==> src/rtl/axi_monitor_pkg.sv <==
// Shared definitions for the AXI4 protocol monitor: violation codes, widths,
// burst encodings and the priority helper that picks the reported code.
package axi_monitor_pkg;

  localparam int ERR_CODE_W  = 4;
  localparam int ERR_FLAGS_W = 16;

  localparam logic [1:0] BURST_FIXED = 2'b00;
  localparam logic [1:0] BURST_INCR  = 2'b01;
  localparam logic [1:0] BURST_WRAP  = 2'b10;

  typedef enum logic [ERR_CODE_W-1:0] {
    ERR_NONE           = 4'd0,
    ERR_AW_UNSTABLE    = 4'd1,
    ERR_W_UNSTABLE     = 4'd2,
    ERR_AR_UNSTABLE    = 4'd3,
    ERR_WLAST_EARLY    = 4'd4,
    ERR_WLAST_MISSING  = 4'd5,
    ERR_B_UNEXPECTED   = 4'd6,
    ERR_RLAST_EARLY    = 4'd7,
    ERR_RLAST_MISSING  = 4'd8,
    ERR_RID_MISMATCH   = 4'd9,
    ERR_R_UNEXPECTED   = 4'd10,
    ERR_TRACK_OVERFLOW = 4'd11,
    ERR_STALL_TIMEOUT  = 4'd12,
    ERR_W_NO_AW        = 4'd13
  } axi_mon_err_e;

  // Lowest set violation bit wins; bit 0 is never a real code.
  function automatic logic [ERR_CODE_W-1:0] first_err(input logic [ERR_FLAGS_W-1:0] v);
    logic [ERR_CODE_W-1:0] code;
    code = 4'd0;
    for (int i = ERR_FLAGS_W - 1; i >= 1; i--) begin
      if (v[i]) code = ERR_CODE_W'(i);
    end
    return code;
  endfunction

endpackage

==> src/rtl/axi_monitor_track_fifo.sv <==
// Small synchronous FIFO tracking accepted addresses; push while full is
// accepted only when a pop happens in the same cycle.
module axi_monitor_track_fifo #(
  parameter int WIDTH = 8,
  parameter int DEPTH = 4
) (
  input  logic             clk,
  input  logic             rst,
  input  logic             push,
  input  logic             pop,
  input  logic [WIDTH-1:0] din,
  output logic [WIDTH-1:0] dout,
  output logic             full,
  output logic             empty
);

  localparam int PTR_W = (DEPTH > 1) ? $clog2(DEPTH) : 1;

  logic [WIDTH-1:0] mem_r [DEPTH];
  logic [PTR_W-1:0] wr_ptr_r;
  logic [PTR_W-1:0] rd_ptr_r;
  logic [PTR_W:0]   count_r;
  logic             do_push_s;
  logic             do_pop_s;

  assign empty     = (count_r == (PTR_W+1)'(0));
  assign full      = (count_r == (PTR_W+1)'(DEPTH));
  assign do_pop_s  = pop && !empty;
  assign do_push_s = push && (!full || do_pop_s);
  assign dout      = mem_r[rd_ptr_r];

  // Storage array; contents are don't-care while the entry is not counted.
  always_ff @(posedge clk) begin
    if (do_push_s) mem_r[wr_ptr_r] <= din;
  end

  // Pointer and occupancy bookkeeping.
  always_ff @(posedge clk) begin
    if (rst) begin
      wr_ptr_r <= '0;
      rd_ptr_r <= '0;
      count_r  <= '0;
    end else begin
      if (do_push_s) wr_ptr_r <= wr_ptr_r + PTR_W'(1);
      if (do_pop_s)  rd_ptr_r <= rd_ptr_r + PTR_W'(1);
      case ({do_push_s, do_pop_s})
        2'b10:   count_r <= count_r + (PTR_W+1)'(1);
        2'b01:   count_r <= count_r - (PTR_W+1)'(1);
        default: count_r <= count_r;
      endcase
    end
  end

endmodule

==> src/rtl/axi_protocol_monitor.sv <==
// Passive AXI4 link monitor: burst tracking, LAST/ID checks, handshake
// stability and stall timeouts, reported through registered error outputs.
module axi_protocol_monitor
  import axi_monitor_pkg::*;
#(
  parameter int AXI_ADDR_WIDTH   = 32,
  parameter int AXI_DATA_WIDTH   = 32,
  parameter int AXI_ID_WIDTH     = 8,
  parameter int MAX_OUTSTANDING  = 4,
  parameter int STALL_LIMIT      = 256,
  parameter int LOG_ENABLE       = 1,
  parameter int DEBUG_LOG_ENABLE = 0
) (
  input  logic                        clk,
  input  logic                        rst,
  input  logic [AXI_ADDR_WIDTH-1:0]   axi_aw_addr,
  input  logic [1:0]                  axi_aw_burst,
  input  logic [2:0]                  axi_aw_size,
  input  logic [AXI_ID_WIDTH-1:0]     axi_aw_id,
  input  logic [7:0]                  axi_aw_len,
  input  logic                        axi_aw_valid,
  input  logic                        axi_aw_ready,
  input  logic [AXI_DATA_WIDTH-1:0]   axi_w_data,
  input  logic [AXI_DATA_WIDTH/8-1:0] axi_w_strb,
  input  logic                        axi_w_last,
  input  logic                        axi_w_valid,
  input  logic                        axi_w_ready,
  input  logic [AXI_ID_WIDTH-1:0]     axi_b_id,
  input  logic [1:0]                  axi_b_resp,
  input  logic                        axi_b_valid,
  input  logic                        axi_b_ready,
  input  logic [AXI_ADDR_WIDTH-1:0]   axi_ar_addr,
  input  logic [1:0]                  axi_ar_burst,
  input  logic [2:0]                  axi_ar_size,
  input  logic [AXI_ID_WIDTH-1:0]     axi_ar_id,
  input  logic [7:0]                  axi_ar_len,
  input  logic                        axi_ar_valid,
  input  logic                        axi_ar_ready,
  input  logic [AXI_ID_WIDTH-1:0]     axi_r_id,
  input  logic [AXI_DATA_WIDTH-1:0]   axi_r_data,
  input  logic [1:0]                  axi_r_resp,
  input  logic                        axi_r_last,
  input  logic                        axi_r_valid,
  input  logic                        axi_r_ready,
  output logic                        err_valid,
  output logic [ERR_CODE_W-1:0]       err_code,
  output logic [ERR_FLAGS_W-1:0]      err_flags,
  output logic [31:0]                 wr_burst_cnt,
  output logic [31:0]                 rd_burst_cnt,
  output logic [31:0]                 stall_cnt,
  output logic                        busy
);

  localparam int AXI_STRB_WIDTH = AXI_DATA_WIDTH / 8;
  localparam int A_PAY_W   = AXI_ADDR_WIDTH + 2 + 3 + AXI_ID_WIDTH + 8;
  localparam int W_PAY_W   = AXI_DATA_WIDTH + AXI_STRB_WIDTH + 1;
  localparam int AR_FIFO_W = AXI_ID_WIDTH + 8;
  localparam int TMR_W     = $clog2(STALL_LIMIT + 1);
  localparam int NCH       = 5;

  logic aw_hs_s, w_hs_s, b_hs_s, ar_hs_s, r_hs_s;
  logic [NCH-1:0] stalled_s;
  logic [A_PAY_W-1:0] aw_pay_s, ar_pay_s, aw_pay_r, ar_pay_r;
  logic [W_PAY_W-1:0] w_pay_s, w_pay_r;
  logic aw_stall_r, w_stall_r, ar_stall_r;

  logic [7:0] aw_dout_s, aw_head_len_s, wbeat_r;
  logic aw_full_s, aw_empty_s, aw_head_valid_s, aw_push_s, aw_pop_s, w_done_s;
  logic [AR_FIFO_W-1:0] ar_dout_s;
  logic [AXI_ID_WIDTH-1:0] ar_head_id_s;
  logic [7:0] ar_head_len_s, rbeat_r;
  logic ar_full_s, ar_empty_s, ar_head_valid_s, ar_push_s, ar_pop_s, r_done_s;
  logic [15:0] b_pending_r;
  logic b_dec_s;

  logic [TMR_W-1:0] tmr_r [NCH];
  logic timeout_s;
  logic [ERR_FLAGS_W-1:0] viol_s;

  logic err_valid_r;
  logic [ERR_CODE_W-1:0] err_code_r;
  logic [ERR_FLAGS_W-1:0] err_flags_r;
  logic [31:0] wr_cnt_r, rd_cnt_r, stall_cnt_r;

  assign aw_hs_s = axi_aw_valid && axi_aw_ready;
  assign w_hs_s  = axi_w_valid && axi_w_ready;
  assign b_hs_s  = axi_b_valid && axi_b_ready;
  assign ar_hs_s = axi_ar_valid && axi_ar_ready;
  assign r_hs_s  = axi_r_valid && axi_r_ready;
  assign stalled_s = {axi_r_valid && !axi_r_ready, axi_ar_valid && !axi_ar_ready,
                      axi_b_valid && !axi_b_ready, axi_w_valid && !axi_w_ready,
                      axi_aw_valid && !axi_aw_ready};

  assign aw_pay_s = {axi_aw_addr, axi_aw_burst, axi_aw_size, axi_aw_id, axi_aw_len};
  assign ar_pay_s = {axi_ar_addr, axi_ar_burst, axi_ar_size, axi_ar_id, axi_ar_len};
  assign w_pay_s  = {axi_w_data, axi_w_strb, axi_w_last};

  // An empty FIFO with a same-cycle address handshake uses the live address as reference.
  always_comb begin
    aw_head_valid_s = !aw_empty_s || aw_hs_s;
    aw_head_len_s   = aw_empty_s ? axi_aw_len : aw_dout_s;
    w_done_s  = w_hs_s && aw_head_valid_s && (axi_w_last || (wbeat_r == aw_head_len_s));
    aw_pop_s  = w_done_s && !aw_empty_s;
    aw_push_s = aw_hs_s && !(w_done_s && aw_empty_s);
    b_dec_s   = b_hs_s && ((b_pending_r != 16'd0) || w_done_s);

    ar_head_valid_s = !ar_empty_s || ar_hs_s;
    ar_head_id_s    = ar_empty_s ? axi_ar_id  : ar_dout_s[AR_FIFO_W-1:8];
    ar_head_len_s   = ar_empty_s ? axi_ar_len : ar_dout_s[7:0];
    r_done_s  = r_hs_s && ar_head_valid_s && (axi_r_last || (rbeat_r == ar_head_len_s));
    ar_pop_s  = r_done_s && !ar_empty_s;
    ar_push_s = ar_hs_s && !(r_done_s && ar_empty_s);
  end

  axi_monitor_track_fifo #(.WIDTH(8), .DEPTH(MAX_OUTSTANDING)) u_aw_fifo (
    .clk(clk), .rst(rst), .push(aw_push_s), .pop(aw_pop_s), .din(axi_aw_len),
    .dout(aw_dout_s), .full(aw_full_s), .empty(aw_empty_s)
  );

  axi_monitor_track_fifo #(.WIDTH(AR_FIFO_W), .DEPTH(MAX_OUTSTANDING)) u_ar_fifo (
    .clk(clk), .rst(rst), .push(ar_push_s), .pop(ar_pop_s), .din({axi_ar_id, axi_ar_len}),
    .dout(ar_dout_s), .full(ar_full_s), .empty(ar_empty_s)
  );

  // Timeout fires on the cycle a channel's stall count reaches the limit, once per episode.
  always_comb begin
    timeout_s = 1'b0;
    for (int c = 0; c < NCH; c++) begin
      timeout_s = timeout_s | (stalled_s[c] && (tmr_r[c] == TMR_W'(STALL_LIMIT - 1)));
    end
  end

  // Violation vector, one bit per code.
  always_comb begin
    viol_s = '0;
    viol_s[ERR_AW_UNSTABLE]    = aw_stall_r && (!axi_aw_valid || (aw_pay_s != aw_pay_r));
    viol_s[ERR_W_UNSTABLE]     = w_stall_r  && (!axi_w_valid  || (w_pay_s  != w_pay_r));
    viol_s[ERR_AR_UNSTABLE]    = ar_stall_r && (!axi_ar_valid || (ar_pay_s != ar_pay_r));
    viol_s[ERR_WLAST_EARLY]    = w_hs_s && aw_head_valid_s && axi_w_last && (wbeat_r < aw_head_len_s);
    viol_s[ERR_WLAST_MISSING]  = w_hs_s && aw_head_valid_s && !axi_w_last && (wbeat_r == aw_head_len_s);
    viol_s[ERR_B_UNEXPECTED]   = b_hs_s && (b_pending_r == 16'd0) && !w_done_s;
    viol_s[ERR_RLAST_EARLY]    = r_hs_s && ar_head_valid_s && axi_r_last && (rbeat_r < ar_head_len_s);
    viol_s[ERR_RLAST_MISSING]  = r_hs_s && ar_head_valid_s && !axi_r_last && (rbeat_r == ar_head_len_s);
    viol_s[ERR_RID_MISMATCH]   = r_hs_s && ar_head_valid_s && (axi_r_id != ar_head_id_s);
    viol_s[ERR_R_UNEXPECTED]   = r_hs_s && !ar_head_valid_s;
    viol_s[ERR_TRACK_OVERFLOW] = (aw_hs_s && aw_full_s && !aw_pop_s) || (ar_hs_s && ar_full_s && !ar_pop_s);
    viol_s[ERR_STALL_TIMEOUT]  = timeout_s;
    viol_s[ERR_W_NO_AW]        = w_hs_s && !aw_head_valid_s;
  end

  // Beat counters, write-response credit and stall snapshots.
  always_ff @(posedge clk) begin
    if (rst) begin
      wbeat_r     <= 8'd0;
      rbeat_r     <= 8'd0;
      b_pending_r <= 16'd0;
      aw_stall_r  <= 1'b0;
      w_stall_r   <= 1'b0;
      ar_stall_r  <= 1'b0;
      aw_pay_r    <= '0;
      w_pay_r     <= '0;
      ar_pay_r    <= '0;
    end else begin
      if (w_hs_s && aw_head_valid_s) wbeat_r <= w_done_s ? 8'd0 : wbeat_r + 8'd1;
      if (r_hs_s && ar_head_valid_s) rbeat_r <= r_done_s ? 8'd0 : rbeat_r + 8'd1;
      b_pending_r <= b_pending_r + {15'd0, w_done_s} - {15'd0, b_dec_s};
      aw_stall_r  <= stalled_s[0];
      w_stall_r   <= stalled_s[1];
      ar_stall_r  <= stalled_s[3];
      aw_pay_r    <= aw_pay_s;
      w_pay_r     <= w_pay_s;
      ar_pay_r    <= ar_pay_s;
    end
  end

  // Per-channel stall timers, saturating at the limit until the stall ends.
  always_ff @(posedge clk) begin
    for (int c = 0; c < NCH; c++) begin
      if (rst || !stalled_s[c]) tmr_r[c] <= '0;
      else if (tmr_r[c] != TMR_W'(STALL_LIMIT)) tmr_r[c] <= tmr_r[c] + TMR_W'(1);
      else tmr_r[c] <= tmr_r[c];
    end
  end

  // Error reporting and statistics.
  always_ff @(posedge clk) begin
    if (rst) begin
      err_valid_r <= 1'b0;
      err_code_r  <= 4'd0;
      err_flags_r <= 16'd0;
      wr_cnt_r    <= 32'd0;
      rd_cnt_r    <= 32'd0;
      stall_cnt_r <= 32'd0;
    end else begin
      err_valid_r <= |viol_s;
      err_code_r  <= first_err(viol_s);
      err_flags_r <= err_flags_r | viol_s;
      if (b_hs_s) wr_cnt_r <= wr_cnt_r + 32'd1;
      if (r_hs_s && axi_r_last) rd_cnt_r <= rd_cnt_r + 32'd1;
      if (|stalled_s) stall_cnt_r <= stall_cnt_r + 32'd1;
    end
  end

  assign err_valid    = err_valid_r;
  assign err_code     = err_code_r;
  assign err_flags    = err_flags_r;
  assign wr_burst_cnt = wr_cnt_r;
  assign rd_burst_cnt = rd_cnt_r;
  assign stall_cnt    = stall_cnt_r;
  assign busy         = !aw_empty_s || !ar_empty_s || (b_pending_r != 16'd0);

endmodule

==> config.mk <==
export PLATFORM = sky130hd
export DESIGN_NAME = axi_protocol_monitor
export DESIGN_NICKNAME = d
export VERILOG_FILES = /design/src/rtl/axi_monitor_pkg.sv /design/src/rtl/axi_monitor_track_fifo.sv /design/src/rtl/axi_protocol_monitor.sv
export SDC_FILE = /design/constraint.sdc
export NUM_CORES = 1
export LEC_CHECK = 0
export CAP_MARGIN = 20
export CORE_ASPECT_RATIO = 1.5
export CORE_MARGIN = 5
export CORE_UTILIZATION = 40
export DETAILED_ROUTE_END_ITERATION = 10
export HOLD_SLACK_MARGIN = 0.08
export PLACE_DENSITY = 0.61
export SLEW_MARGIN = 30
export SYNTH_ARGS = -nofsm -noshare
export SYNTH_HDL_FRONTEND = slang
export SYNTH_SLANG_ARGS = --single-unit
==> constraint.sdc <==
create_clock -name clk -period 9.6 [get_ports clk]
set_input_delay 0.96 -clock clk [delete_from_list [all_inputs] [get_ports clk]]
set_output_delay 0.96 -clock clk [all_outputs]
set_load 0.05 [all_outputs]
# Word level (Yosys, flattened, before mapping)

Memories as Yosys holds them, arrays and structs flattened. A register that Yosys moved wholly into a read port is not among the register bits.
Cells that the tools add are included.

Register bits: 309
RAM bits: 141
Input bits: 208
Output and inout port bits: 118
Logic and storage cells: 270
Memories kept: 3

Memory list:

| memory          | depth | bits a word | rd ports | clocked after memory_dff | wr ports | RTL line                     | text |
|---|---|---|---|---|---|---|---|
| u_ar_fifo.mem_r | 4     | 16          | 1        | 1                        | 1        | axi_monitor_track_fifo.sv:19 | `logic [WIDTH-1:0] mem_r [DEPTH];` |
| tmr_r           | 5     | 9           | 5        | 0                        | 5        | axi_protocol_monitor.sv:76   | `logic [TMR_W-1:0] tmr_r [NCH];` |
| u_aw_fifo.mem_r | 4     | 8           | 1        | 1                        | 1        | axi_monitor_track_fifo.sv:19 |  |

Add/subtract/negate cells: 20
$lt $le $gt $ge: 2
Eq/ne operators: 22
Multiplexer cells: 78
Bitwise logic cells: 15
Reductions and logical operators: 106

Operators by type and width:

| kind                    | number |
|---|---|
| $ne A53 B53 Y1          | 2 |
| $add A32 B1 Y32 const B | 3 |
| $mux W9                 | 10 |
| $logic_and A1 B1 Y1     | 51 |
| $add A9 B1 Y9 const B   | 5 |
| $eq A9 B8 Y1 const B    | 5 |
| $mux W1                 | 45 |
| $ne A9 B9 Y1 const B    | 5 |
| $mux W8                 | 5 |
| $ne A37 B37 Y1          | 1 |
| $logic_not A1 Y1        | 26 |
| $mux W4                 | 6 |
| $logic_or A1 B1 Y1      | 18 |
| $add A16 B1 Y16         | 1 |
| $add A8 B1 Y8 const B   | 2 |
| $eq A8 B8 Y1            | 2 |
| $logic_not A16 Y1       | 1 |
| $lt A8 B8 Y1            | 2 |
| $or A16 B14 Y16         | 1 |
| $reduce_bool A16 Y1     | 1 |
| $sub A16 B1 Y16         | 1 |
| $or A1 B1 Y1            | 14 |
| $reduce_or A13 Y1       | 1 |
| $mux W2                 | 6 |
| other kinds (15)        | 29 |

# Logic depth before layout (Yosys ltp)

Gate-level depths: netlist (run 1).

Depth after elaboration: 20
Mapped depth: 23
Depth with buffers taken out: 20

# Modules after synthesis

Synthesis (run 1) repeated with hierarchy kept, for this count alone.

Cells, all modules: 1916
Area, all modules: 20150.6 sq um

Modules (own cells, without submodules):

| module                              | instances | cells an instance | area each (sq um) | sequential area each (sq um) |
|---|---|---|---|---|
| axi_protocol_monitor                | 1         | 1677              | 15660.0           | 7196.9 |
| axi_monitor_track_fifo at u_ar_fifo | 1         | 143               | 2845.2            | 2102.0 |
| axi_monitor_track_fifo at u_aw_fifo | 1         | 96                | 1645.3            | 1141.1 |

# Worst setup path before layout (run 1)

No wires, ideal clock.

Path kind: reg2reg
Start: register (tool-made name)
End: register b_pending_r[14]
Setup time: 0.128 ns
Data arrival time: 4.768 ns
Data required time: 9.472 ns
Path slack: 4.704 ns
Cell stages (with the launch flop): 24
Path buffers: 3
Clock period less this slack: 4.896 ns
Path through: dfxtp_1 > clkbuf_1 > mux4_2 > nand2_1 > o21ai_0 > ha_1 > nand4_1 > o21bai_1 > and2_1 > clkbuf_1 > clkbuf_1 > nor2_1 > nor2_1 > ha_1 > inv_1 > ha_1 > fa_1 > a211o_1 > a31oi_1 > o21ai_0 > a211oi_1 > o41ai_1 > xnor2_1 > nor2_1

RTL lines:

| what                   | RTL line                    | text |
|---|---|---|
| end signal: assignment | axi_protocol_monitor.sv:166 | `b_pending_r <= b_pending_r + {15'd0, w_done_s} - {15'd0, b_dec_s};` |
| end: declaration       | axi_protocol_monitor.sv:73  | `logic [15:0] b_pending_r;` |

==> out/results.env, run 1 <==
WORSTHOLDPATHCELLS=2
WORSTSETUPENDPOINTTYPE='register'
LARGEST_FANOUT_ON_THE_CRITICAL_PATH=16
FINALWIRELENGTH_UM=47140
NUM_IO_PINS=326
CRITICALPATHCATEGORY='reg -> reg'
PLACE_HPWL_UM=34300
TRITONCTS_NUM_SINKS=451
REQUIRED_NS=10.00
MULTI_INPUT_AREA_UM2=8961
LAYOUT-DRIVE-GT1-SHARE_PCT=5.712
VIAS_CELL=4.955
FILL_CELLS=4558
HOLD_VIOL=0
YS_FF_LATCH=451
DP_CELLS=2781
LEAK_PWR_nW=9.160
ROWS=100
FLOORPLAN.INITIALDENSITY_PCT=40.23
WORST_CLOCK_SKEW_NS=0.01605
HOLDPATHEND='err_flags[13]$_SDFF_PP0_'
SYNTH.DISTINCT_CELLS=80
WL_PER_CELL_UM=16.43
RESULT_OF_THE_RUN='finished clean'
DETAILEDROUTE.FIRSTPASSITERATIONCOUNT=5
DRT_ITER0_DRC=611
FINALSETUPTNS_NS=0
CTSHTREEMAXLEVEL=2
FINAL_MAX_SLEW_VIOL_COUNT=0
PLACEABLECOREAREA_UM2=49550
FINALSETUPVIOLCOUNT=0
PLACEMENT.IO_BUFFERS=278
NUMBER_OF_CELLS_PRODUCED_BY_SYNTHESIS=1886
FIRST_GLOBAL_VIAS=14660
CPPEAKSTAGEDELAY_NS=0.66
REG2REG_SLACK_NS=4.30
MAXCAPVIOLCOUNT=0
SYNTH_ENABLE_FLOP_CELLS=141
CTS_MADE_BUFFERS=47
FINISH.CELL_COUNT_WITHOUT_FILLERS=2870
FINALNETCOUNT=2445
WORST_SLEW_MARGIN_REL_PCT=32.36
FINALCRITPERIODSHARE_PCT=55.20
MEAN_INSTANCE_SIZE_IN_THE_SYNTHESIZED_NETLIST_UM2=10.57
WORST_MIN_DELAY_PATH_STARTPOINT='err_flags[13]$_SDFF_PP0_'
CLK_PIN_SLEW_WORST_PATHS_NS=0.06
WORST_SLEW_PIN_TRAN_NS=1.015
GRT_START_MAX_NET_PINS=143
CTS-HOLD-FIX-BUFFERS=0
CRITICAL-PATH-TOP-DELAY-FAMILY='compound AO/OA/AOI/OAI gates'
SETUP_SLACK_NS=4.301
DIE_WIDTH_UM=192.3
CRITICAL_PATH_CELL_COUNT=20
PLACEMENT.CELL_AREA_UM2=23380
DRC_VIOLATION_COUNT_AFTER_ROUTING=0
CTS.REPAIR.RESIZED=0
LAYOUT-AREA-OVERHEAD-VS-SYNTH_PCT=25.48
CRIT_PATH_START_KIND='register'
SEQ_AREA_UM2=10440
TIMING.CRITICAL_PATH.CELLS='mux4_2, nand2_1, o21ai_0, ha_1, nand4_1, o21bai_1, and2_1, nor2_1, nor2_1, ha_1, inv_1, ha_1, fa_1, a211o_1, a31oi_1, o21ai_0, a211oi_1, o41ai_1, xnor2_1, nor2_1'
GRT_ANTENNA_BEFORE_REPAIR=3
NETLIST_AREA_UM2=19940
END_OF_THE_WORST_REGISTER_TO_REGISTER_PATH='b_pending_r[14]$_SDFF_PP0_'
PERIOD_NEEDED_NS=5.299
GRT_PASS1_WL_UM=75350
PLACE_CONGESTION=0.8070
HIGHEST_CLOCK_FREQUENCY_THE_DESIGN_CAN_MEET_GHz=0.1887
GR-TOTAL-OVERFLOW=0
CELLPOWERDENSITY_nW_PER_UM2=189.7
INSERTION_DELAY_NS=0.56
HP_CLASS='reg -> reg'
DIE_AREA_UM2=54500
DRT.ANTENNA.VIOLATING_NETS=0
GRT_SETUP_UNREPAIRED='no'
TRITONCTS='yes'
POSTSYNTH.TOPFLOPCELL='sky130_fd_sc_hd__dfxtp_1'
PRECTSSETUPSLACK_NS=3.796
SYNTHARSTFLOPSHARE_PCT=0
CTS_ROOT_BUF='sky130_fd_sc_hd__clkbuf_16'
SHARE_OF_SYNTHESIZED_AREA_OCCUPIED_BY_FLIP_FLOPS_AND_LATCHES_PCT=52.37
LAYOUT.CELLS.MOST_COMMON_LIST='sky130_fd_sc_hd__dfxtp_1, sky130_fd_sc_hd__clkdlybuf4s50_1, sky130_fd_sc_hd__nor2_1'
NUM_VIAS=14220
CTS_MAX_PATH_BUFFERS=3
VDD_IR_DROP_MAX_mV=0.1309
CP_DATA_ARRIVAL_TIME_NS=5.70
LAYOUT.CELL_AREA.NON_FILLER_UM2=25010
WORST_REG_TO_REG_CELLS=20
CP_NUM_BUF_INV=1
GRT.TOTAL_USAGE_PCT=16.94
MOST_COMMON_CELL_AFTER_LAYOUT_FILL_AND_TAPS_ASIDE='sky130_fd_sc_hd__dfxtp_1'
YOSYSWARNINGS=0
SLOWEST_STAGE='sky130_fd_sc_hd__dfxtp_1'
CTS.REPAIR_TIMING.SETUP_BUFFER_COUNT=0
DIEHEIGHT_UM=283.4
==> logic make-up after synthesis <==
logic type	after synthesis	synth area share (%)
and+or+nand+nor	744	19.55
DFF	451	52.37
xor gates and xnor gates	282	12.39
AOI/OAI and AO/OA	150	4.726
buffers and inverters	140	2.743
adders and majority gates	70	4.506
muxes	48	3.697
other	1	0.01881
==> flip-flops by register name, indices dropped and copies added (netlist names), 4 cells and up, named ones only <==
| register | cells |
|---|---|
| ar_pay_r | 53 |
| aw_pay_r | 53 |
| b_pending_r | 16 |
| err_code | 4 |
| err_flags | 13 |
| rbeat_r | 8 |
| rd_burst_cnt | 32 |
| stall_cnt | 32 |
| tmr_r | 45 |
| u_ar_fifo.mem_r | 64 |
| u_aw_fifo.mem_r | 32 |
| w_pay_r | 37 |
| wbeat_r | 8 |
| wr_burst_cnt | 32 |
==> cell usage after synthesis (15+ instances only) <==
| library cell | count | area share (%) |
|---|---|---|
| sky130_fd_sc_hd__a21oi_1 | 52 | 1.3 |
| sky130_fd_sc_hd__nor4_1 | 34 | 1.1 |
| sky130_fd_sc_hd__nand2b_1 | 15 | 0.47 |
| sky130_fd_sc_hd__mux4_2 | 19 | 2.1 |
| sky130_fd_sc_hd__and3_1 | 23 | 0.72 |
| sky130_fd_sc_hd__edfxtp_1 | 141 | 21 |
| sky130_fd_sc_hd__nand2_1 | 86 | 1.6 |
| sky130_fd_sc_hd__inv_1 | 89 | 1.7 |
| sky130_fd_sc_hd__nor2_1 | 226 | 4.3 |
| sky130_fd_sc_hd__xor2_1 | 179 | 7.9 |
| sky130_fd_sc_hd__nand3_1 | 57 | 1.4 |
| sky130_fd_sc_hd__ha_1 | 67 | 4.2 |
| sky130_fd_sc_hd__nand4_1 | 53 | 1.7 |
| sky130_fd_sc_hd__nor3_1 | 18 | 0.45 |
| sky130_fd_sc_hd__or3_1 | 23 | 0.72 |
| sky130_fd_sc_hd__dfxtp_1 | 310 | 31 |
| sky130_fd_sc_hd__xnor2_1 | 103 | 4.5 |
| sky130_fd_sc_hd__nor2b_1 | 150 | 4.7 |
| sky130_fd_sc_hd__mux2i_1 | 26 | 1.3 |
| sky130_fd_sc_hd__o21ai_0 | 36 | 0.90 |
| sky130_fd_sc_hd__clkbuf_1 | 43 | 0.81 |
==> worst max-delay path by stage <==
stage                        from                         end  slack (ns)
CTS                      register  b_pending_r[14]$_SDFF_PP0_        4.23
global placement    axi_aw_len[6]  b_pending_r[14]$_SDFF_PP0_        3.86
floorplan                register  b_pending_r[14]$_SDFF_PP0_        4.70
detailed placement  axi_aw_len[6]  b_pending_r[14]$_SDFF_PP0_        3.80
finish                   register  b_pending_r[14]$_SDFF_PP0_        4.30
global route             register  b_pending_r[14]$_SDFF_PP0_        3.76
==> layer usage <==
metal	global-route usage [%]	vias up	part of all wire [%]
li1	-	7042	-
met4	7.046	4	4.4
met1	19.47	6784	40
met2	30.93	285	51
met5	0	-	0.045
met3	2.547	107	3.9
==> cell type report <==
type                    count  share of cell area [%]
diodes                      1                 0.01000
clock buffers              57                   5.142
clock inverters            31                   1.391
inverters                  89                   1.336
multi-input cells        1297                   35.82
flip-flops and latches    451                   41.75
well taps                 663                   3.316
repair buffers            281                   11.23
==> stage by stage <==
stage	hold WS, ns	power, W	util (%)
after floorplan	0.4769	0.002650	-
after global placement	0.4369	0.002856	47.18
after detailed placement	0.4451	0.002877	47.18
after CTS	0.4546	0.004822	50.48
after global routing	0.4782	0.004985	50.48
final	0.4507	0.004744	50.48
==> worst register-to-register path: cells and delay by family, from the launching register on <==
family          cells  cell delay, ns
fa+ha+maj           4            1.08
xor+xnor            1            0.15
compound gates      7            1.63
buf+inv             1            0.04
flops               1            0.66
mux                 1            0.56
simple gates        6            1.03
==> report_power, final <==
| group | switching (W) | total, W | internal (W) |
|---|---|---|---|
| registers | 0.0000424 | 0.00209 | 0.00205 |
| clock network | 0.000767 | 0.00192 | 0.00115 |
| logic | 0.000394 | 0.000740 | 0.000346 |
| total | 0.00120 | 0.00474 | 0.00354 |
(Power assumes the default switching activity.)
==> run 2: changes to the inputs <==
==> constraint.sdc (replaced) <==
create_clock -name clk -period 5.5 [get_ports clk]
set_input_delay 0.55 -clock clk [delete_from_list [all_inputs] [get_ports clk]]
set_output_delay 0.55 -clock clk [all_outputs]
set_load 0.05 [all_outputs]
==> run 2 against run 1 <==
Effect of this change: sequential cell count did not move; critical path depth fell by 1; die area stayed put; clock-buffer cell count up 1; clock skew grew 0.0046 ns; cell count rose by 0.28%; register-to-register slack worse by 3.7 ns; hold slack got worse by 0.067 ns.
==> out/results.env, run 2 (synthesis results as in run 1) <==
CP_DATA_ARRIVAL_TIME_NS=5.34  # -0.36 ns
WL_PER_CELL_UM=16.46  # +0.18%
POWER.COMBINATIONAL.FRACTION_PCT=15.9  # +0.3 points
FINALNETCOUNT=2455  # +0.41%
MAXCAPVIOLCOUNT=0  # unchanged
HIGHEST_CLOCK_FREQUENCY_THE_DESIGN_CAN_MEET_GHz=0.2039  # +8.1%
TRITONCTS_NUM_SINKS=451  # unchanged
DRC_VIOLATION_COUNT_AFTER_ROUTING=0  # unchanged
TIMING.HOLD.WS_NS=0.3839  # -0.06680 ns
NUM_IO_PINS=326  # unchanged
FLOORPLAN.INITIALDENSITY_PCT=40.23  # unchanged
PLACEMENT.IO_BUFFERS=278  # unchanged
CRIT_PATH_START_KIND='register'
CTS_MAX_PATH_BUFFERS=3  # unchanged
FINALSETUPTNS_NS=0  # unchanged
LAYOUT.CELLS.MOST_COMMON_LIST='sky130_fd_sc_hd__dfxtp_1, sky130_fd_sc_hd__clkdlybuf4s50_1, sky130_fd_sc_hd__nor2_1'
GRT_START_MAX_NET_PINS=86  # -40%
CTS.REPAIR.RESIZED=0  # unchanged
SWSHARE_PCT=25.49  # +0.11 points
FINALSETUPVIOLCOUNT=0  # unchanged
FINAL_MAX_SLEW_VIOL_COUNT=0  # unchanged
PRECTSSETUPSLACK_NS=0.5347  # -3.261 ns
DP_CELLS=2792  # +0.40%
INSERTION_DELAY_NS=0.56  # about the same
SLOWEST_STAGE='sky130_fd_sc_hd__or3_1'
CRITICALPATHCATEGORY='reg -> reg'
DIE_WIDTH_UM=192.3  # unchanged
MOST_COMMON_CELL_AFTER_LAYOUT_FILL_AND_TAPS_ASIDE='sky130_fd_sc_hd__dfxtp_1'
ROWS=100  # unchanged
GRT.TOTAL_USAGE_PCT=16.98  # +0.039 points
GRT_ANTENNA_BEFORE_REPAIR=2  # -1
LEAK_PWR_nW=9.199  # +0.42%
CP_NUM_BUF_INV=1  # unchanged
CTS-HOLD-FIX-BUFFERS=0  # unchanged
REG_TOP3='u_ar_fifo.mem_r x64, ar_pay_r x53, aw_pay_r x53'
RESULT_OF_THE_RUN='finished clean'
CTS.REPAIR_TIMING.SETUP_BUFFER_COUNT=0  # unchanged
WORSTSETUPENDPOINTTYPE='register'
GRT_SETUP_UNREPAIRED='no'
FINALWIRELENGTH_UM=47360  # +0.46%
PERIOD_NEEDED_NS=4.904  # -0.3951 ns
PLACE_HPWL_UM=34810  # +1.5%
DETAILEDROUTE.FIRSTPASSITERATIONCOUNT=4  # -1
TIMING.CRITICAL_PATH.CELLS='or3_1, mux2i_1, ha_1, nand4_1, o21bai_1, and2_1, nor2_1, nor2_1, ha_1, inv_1, ha_1, fa_1, a211o_1, a31oi_1, o21ai_0, a211oi_1, o41ai_1, xnor2_1, nor2_1'
FLIP_FLOP_COUNT_OF_THE_LARGEST_REGISTER_ALL_COPIES_AND_WORDS_ADDED=64  # unchanged
TRITONCTS='yes'
PLACEABLECOREAREA_UM2=49550  # unchanged
LARGEST_REGISTER='u_ar_fifo.mem_r'
DIEHEIGHT_UM=283.4  # unchanged
GRT_PASS1_WL_UM=75180  # -0.24%
REQUIRED_NS=5.94  # -4.06 ns
CELLPOWERDENSITY_nW_PER_UM2=328.6  # +73%
CRITICAL-PATH-TOP-DELAY-FAMILY='compound AO/OA/AOI/OAI gates'
GR-TOTAL-OVERFLOW=0  # unchanged
SWITCHINGPOWER_W=0.002098  # +74%
LAYOUT.CELL_AREA.NON_FILLER_UM2=25060  # +0.17%
LAYOUT-AREA-OVERHEAD-VS-SYNTH_PCT=25.69
WORST_CLOCK_SKEW_NS=0.02069  # +0.004637 ns
LAYOUT-DRIVE-GT1-SHARE_PCT=5.965  # +0.25 points
CTSHTREEMAXLEVEL=2  # unchanged
DRT.ANTENNA.VIOLATING_NETS=0  # unchanged
CPPEAKSTAGEDELAY_NS=0.67  # about the same
FIRST_GLOBAL_VIAS=14320  # -2.3%
CLK_PIN_SLEW_WORST_PATHS_NS=0.06  # about the same
FINALCRITPERIODSHARE_PCT=89.16  # +34 points
VIAS_CELL=4.894  # -1.2%
P_CLK_SHARE_PCT=39.8  # -0.6 points
FINISH.CELL_COUNT_WITHOUT_FILLERS=2878  # +0.28%
DRT_ITER0_DRC=498  # -18%
FILL_CELLS=4508  # -1.1%
VDD_IR_DROP_MAX_mV=0.2321  # +77%
SETUP_SLACK_NS=0.5962  # -3.705 ns
DIE_AREA_UM2=54500  # unchanged
SHARE_SEQ_OF_TOTAL_POWER_PCT=44.3  # +0.3 points
LARGEST_FANOUT_ON_THE_CRITICAL_PATH=12  # -4
HOLD_VIOL=0  # unchanged
WORST_SLEW_PIN_TRAN_NS=0.9679  # -0.04666 ns
WORST_SLEW_MARGIN_REL_PCT=34.77  # +2.4 points
INTERNAL-POWER_W=0.006135  # +73%
NUM_VIAS=14080  # -0.97%
PLACEMENT.CELL_AREA_UM2=23460  # +0.35%
PLACE_CONGESTION=0.8200  # +1.6%
HP_CLASS='in -> reg'
CTS_MADE_BUFFERS=46  # -2.1%
CTS_ROOT_BUF='sky130_fd_sc_hd__clkbuf_16'
## run 2: final cells by class
| cell class | count | area [um2] | area share [%] |
|---|---|---|---|
| diodes | 2 | 5.005 | 0.01997 |
| clock buffers | 58 | 1297 | 5.178 |
| clock inverters | 26 | 296.5 | 1.183 |
| inverters | 89 | 334.1 | 1.333 |
| multi-input cells | 1297 | 8961 | 35.76 |
| flip-flops and latches | 451 | 10440 | 41.67 |
| well taps | 663 | 829.5 | 3.311 |
| repair buffers | 292 | 2893 | 11.54 |
## run 2: through the flow
step                      total power (W)  utilization [%]
after floorplan                  0.004625                -
after global placement           0.004999            47.34
after detailed placement         0.005034            47.34
after CTS                        0.008355            50.56
after global routing             0.008647            50.57
final                            0.008234            50.57
## run 2: routing by layer
layer	global-route usage [%]	up-vias	wire length, um
li1	-	7048	-
met1	19.14	6689	18570
met2	31.63	274	25000
met3	3.003	73	2197
met4	5.994	0	1596
met5	0	-	0
## run 2: final timing paths
| path | to | start | slack [ns] | cells past startpoint |
|---|---|---|---|---|
| worst max-delay path | b_pending_r[14]$_SDFF_PP0_ | u_aw_fifo.count_r[2]$_SDFFE_PP0P_ | 0.60 | 19 |
| worst min-delay path | stall_cnt[11]$_SDFFE_PP0P_ | rst | 0.38 | 2 |
| worst max register to register | b_pending_r[14]$_SDFF_PP0_ | u_aw_fifo.count_r[2]$_SDFFE_PP0P_ | 0.60 | 19 |
| worst min register to register | err_flags[13]$_SDFF_PP0_ | err_flags[13]$_SDFF_PP0_ | 0.45 | 2 |
## run 2: power groups by stage
stage	Sequential [W]	Clock, W	Combinational (W)
floorplan	0.00374	0	0.000884
global placement	0.00371	0	0.00129
detailed placement	0.00372	0	0.00132
CTS	0.00364	0.00339	0.00133
global route	0.00366	0.00351	0.00148
finish	0.00364	0.00328	0.00131
==> run 3: changes to the inputs <==
--- a/config.mk
+++ b/config.mk
@@ -9,6 +9,7 @@
 export CORE_ASPECT_RATIO = 1.5
 export CORE_MARGIN = 5
 export CORE_UTILIZATION = 40
+export CTS_BUF_LIST = sky130_fd_sc_hd__clkbuf_16
 export DETAILED_ROUTE_END_ITERATION = 10
 export HOLD_SLACK_MARGIN = 0.08
 export PLACE_DENSITY = 0.61
==> run 3 against run 2 <==
Effect of this change: die area stayed put; clock power down 4%; clock-buffer cell count decreased by 11; sequential cell count unchanged; non-clock buffer count unchanged; via count barely moved; hold slack lost 0.0011 ns; core utilization decreased by 0.16 points; cell count did not move; clock skew up 0.0013 ns; worst setup slack got worse by 0.0070 ns; critical path type unchanged.
==> out/results.env, run 3 (synthesis results as in run 1) <==
CTS-HOLD-FIX-BUFFERS=0  # unchanged
FINALWIRELENGTH_UM=47370  # about the same
LAYOUT-AREA-OVERHEAD-VS-SYNTH_PCT=25.29
FINALSETUPVIOLCOUNT=0  # unchanged
TIMING.HOLD.WS_NS=0.3828  # -0.001120 ns
TRITONCTS_NUM_SINKS=451  # unchanged
GRT_ANTENNA_BEFORE_REPAIR=2  # unchanged
CTS_ROOT_BUF='sky130_fd_sc_hd__clkbuf_16'
CLK_PIN_SLEW_WORST_PATHS_NS=0.06  # about the same
WORSTHOLDPATHCELLS=2  # unchanged
HOLDPATHEND='stall_cnt[11]$_SDFFE_PP0P_'
PLACEMENT.IO_BUFFERS=278  # unchanged
WORST_MIN_DELAY_PATH_STARTPOINT='rst'
SHARE_SEQ_OF_TOTAL_POWER_PCT=44.9  # +0.6 points
SWITCHINGPOWER_W=0.002098  # about the same
FINAL_MAX_SLEW_VIOL_COUNT=0  # unchanged
LAYOUT.CELLS.MOST_COMMON_LIST='sky130_fd_sc_hd__dfxtp_1, sky130_fd_sc_hd__clkdlybuf4s50_1, sky130_fd_sc_hd__nor2_1'
FINISH.CELL_COUNT_WITHOUT_FILLERS=2878  # unchanged
INSERTION_DELAY_NS=0.57  # about the same
REG_TOP3='u_ar_fifo.mem_r x64, ar_pay_r x53, aw_pay_r x53'
MOST_COMMON_CELL_AFTER_LAYOUT_FILL_AND_TAPS_ASIDE='sky130_fd_sc_hd__dfxtp_1'
LARGEST_REGISTER='u_ar_fifo.mem_r'
LAYOUT-DRIVE-GT1-SHARE_PCT=5.694  # -0.27 points
DIEHEIGHT_UM=283.4  # unchanged
NUM_VIAS=14100  # +0.099%
CTS.REPAIR_TIMING.SETUP_BUFFER_COUNT=0  # unchanged
LEAK_PWR_nW=9.172  # -0.30%
DETAILEDROUTE.FIRSTPASSITERATIONCOUNT=4  # unchanged
REG2REG_SLACK_NS=0.59  # about the same
WORST_CLOCK_SKEW_NS=0.02202  # +0.001328 ns
MAXCAPVIOLCOUNT=0  # unchanged
REGTOREGSTARTPOINT='u_aw_fifo.count_r[2]$_SDFFE_PP0P_'
WORST_SLEW_MARGIN_REL_PCT=35.99  # +1.2 points
CP_NUM_BUF_INV=1  # unchanged
FINALSETUPTNS_NS=0  # unchanged
SWSHARE_PCT=25.85  # +0.37 points
REQUIRED_NS=5.94  # about the same
HIGHEST_CLOCK_FREQUENCY_THE_DESIGN_CAN_MEET_GHz=0.2036  # -0.14%
FINALCRITPERIODSHARE_PCT=89.29  # +0.13 points
GRT_PASS1_WL_UM=75220  # about the same
PLACEABLECOREAREA_UM2=49550  # unchanged
P_CLK_SHARE_PCT=38.9  # -0.9 points
CTSHTREEMAXLEVEL=2  # unchanged
DRT_ITER0_DRC=532  # +6.8%
CP_DATA_ARRIVAL_TIME_NS=5.35  # about the same
RESULT_OF_THE_RUN='finished clean'
SLOWEST_STAGE='sky130_fd_sc_hd__or3_1'
FINALNETCOUNT=2455  # unchanged
POWER.TOTAL_W=0.008117  # -1.4%
CELLPOWERDENSITY_nW_PER_UM2=325.0  # -1.1%
HP_CLASS='in -> reg'
GRT.TOTAL_USAGE_PCT=16.99  # about the same
DP_CELLS=2792  # unchanged
PLACE_CONGESTION=0.8200  # unchanged
FLIP_FLOP_COUNT_OF_THE_LARGEST_REGISTER_ALL_COPIES_AND_WORDS_ADDED=64  # unchanged
PLACE_HPWL_UM=34810  # unchanged
DIE_AREA_UM2=54500  # unchanged
FINISH.UTILIZATION_PCT=50.41  # -0.16 points
CTS_MADE_BUFFERS=46  # unchanged
NUM_IO_PINS=326  # unchanged
GR-TOTAL-OVERFLOW=0  # unchanged
END_OF_THE_WORST_REGISTER_TO_REGISTER_PATH='b_pending_r[14]$_SDFF_PP0_'
CPPEAKSTAGEDELAY_NS=0.67  # about the same
WORST_SLEW_PIN_TRAN_NS=0.9497  # -0.01820 ns
PERIOD_NEEDED_NS=4.911  # +0.007009 ns
CTS.REPAIR.RESIZED=0  # unchanged
FIRST_GLOBAL_VIAS=14310  # -0.028%
CRITICALPATHCATEGORY='reg -> reg'
FLOORPLAN.INITIALDENSITY_PCT=40.23  # unchanged
CRIT_PATH_START_KIND='register'
CTS_MAX_PATH_BUFFERS=3  # unchanged
POWER.COMBINATIONAL.FRACTION_PCT=16.2  # +0.3 points
WL_PER_CELL_UM=16.46  # about the same
DRC_VIOLATION_COUNT_AFTER_ROUTING=0  # unchanged
TRITONCTS='yes'
WORST_REG_TO_REG_CELLS=19  # unchanged
DRT.ANTENNA.VIOLATING_NETS=0  # unchanged
VIAS_CELL=4.899  # about the same
WORSTSETUPENDPOINTTYPE='register'
LARGEST_FANOUT_ON_THE_CRITICAL_PATH=12  # unchanged
TIMING.CRITICAL_PATH.CELLS='or3_1, mux2i_1, ha_1, nand4_1, o21bai_1, and2_1, nor2_1, nor2_1, ha_1, inv_1, ha_1, fa_1, a211o_1, a31oi_1, o21ai_0, a211oi_1, o41ai_1, xnor2_1, nor2_1'
DIE_WIDTH_UM=192.3  # unchanged
GRT_SETUP_UNREPAIRED='no'
GRT_START_MAX_NET_PINS=86  # unchanged
INTERNAL-POWER_W=0.006018  # -1.9%
HOLD_VIOL=0  # unchanged
CRITICAL-PATH-TOP-DELAY-FAMILY='compound AO/OA/AOI/OAI gates'
VDD_IR_DROP_MAX_mV=0.2328  # +0.32%
ROWS=100  # unchanged
run 3: cell types whose count changed in the layout (fill, tap and decap cells not counted), sizes merged:
cell / before / now
clkbuf: 58 / 47
clkinv: 17 / 23
inv: 91 / 96
run 3: layout make-up:
cell class,count,area (um2)
fill,4524,24570
multi-input combinational,1297,8961
clock buffer,47,1176
tap,663,829.5
antenna,2,5.005
sequential,451,10440
clock inverter,37,337.8
timing repair buffer,292,2893
inverter,89,334.1
run 3: worst register-to-register path, delay by kind of cell (launching register included):
kind	cells	cell delay [ns]
xor+xnor	1	0.18
buf+inv	1	0.03
simple gates	6	1.22
compound gates	6	1.48
flops	1	0.36
mux	1	0.34
fa+ha+maj	4	1.19
run 3: worst max-delay path by stage:
stage	cells past startpoint	to	from	slack [ns]
after global routing	19	b_pending_r[14]$_SDFF_PP0_	u_aw_fifo.count_r[2]$_SDFFE_PP0P_	0.24
final	19	b_pending_r[14]$_SDFF_PP0_	u_aw_fifo.count_r[2]$_SDFFE_PP0P_	0.59
after detailed placement	20	b_pending_r[14]$_SDFF_PP0_	axi_aw_len[0]	0.53
after global placement	20	b_pending_r[14]$_SDFF_PP0_	axi_aw_len[0]	0.57
after CTS	19	b_pending_r[14]$_SDFF_PP0_	u_aw_fifo.count_r[2]$_SDFFE_PP0P_	0.59
after floorplan	23	b_pending_r[14]$_SDFF_PP0_	register	0.60
run 3: through the flow:
step / area (um2) / worst slack [ns]
3_3_place_gp: 23460 / 0.5686
4_1_cts: 24970 / 0.5860
3_5_place_dp: 23460 / 0.5347
6_report: 24980 / 0.5892
2_1_floorplan: 19940 / 0.6044
5_1_grt: 24980 / 0.2424
run 3: per-layer routing:
metal  GRT usage [%]  share of wire [%]  vias to the layer above
met1           19.20                 39                     6701
li1                -                  -                     7050
met4           5.994                3.4                        0
met5               0                  0                        -
met3           3.003                4.8                       72
met2           31.60                 53                      275
run 3: power by group through the flow:
stage                     clock network (W)  registers [W]  logic (W)
after CTS                           0.00327        0.00364    0.00133
after detailed placement                  0        0.00372    0.00132
final                               0.00316        0.00364    0.00131
after global placement                    0        0.00371    0.00129
after global routing                0.00339        0.00366    0.00148
after floorplan                           0        0.00374   0.000884
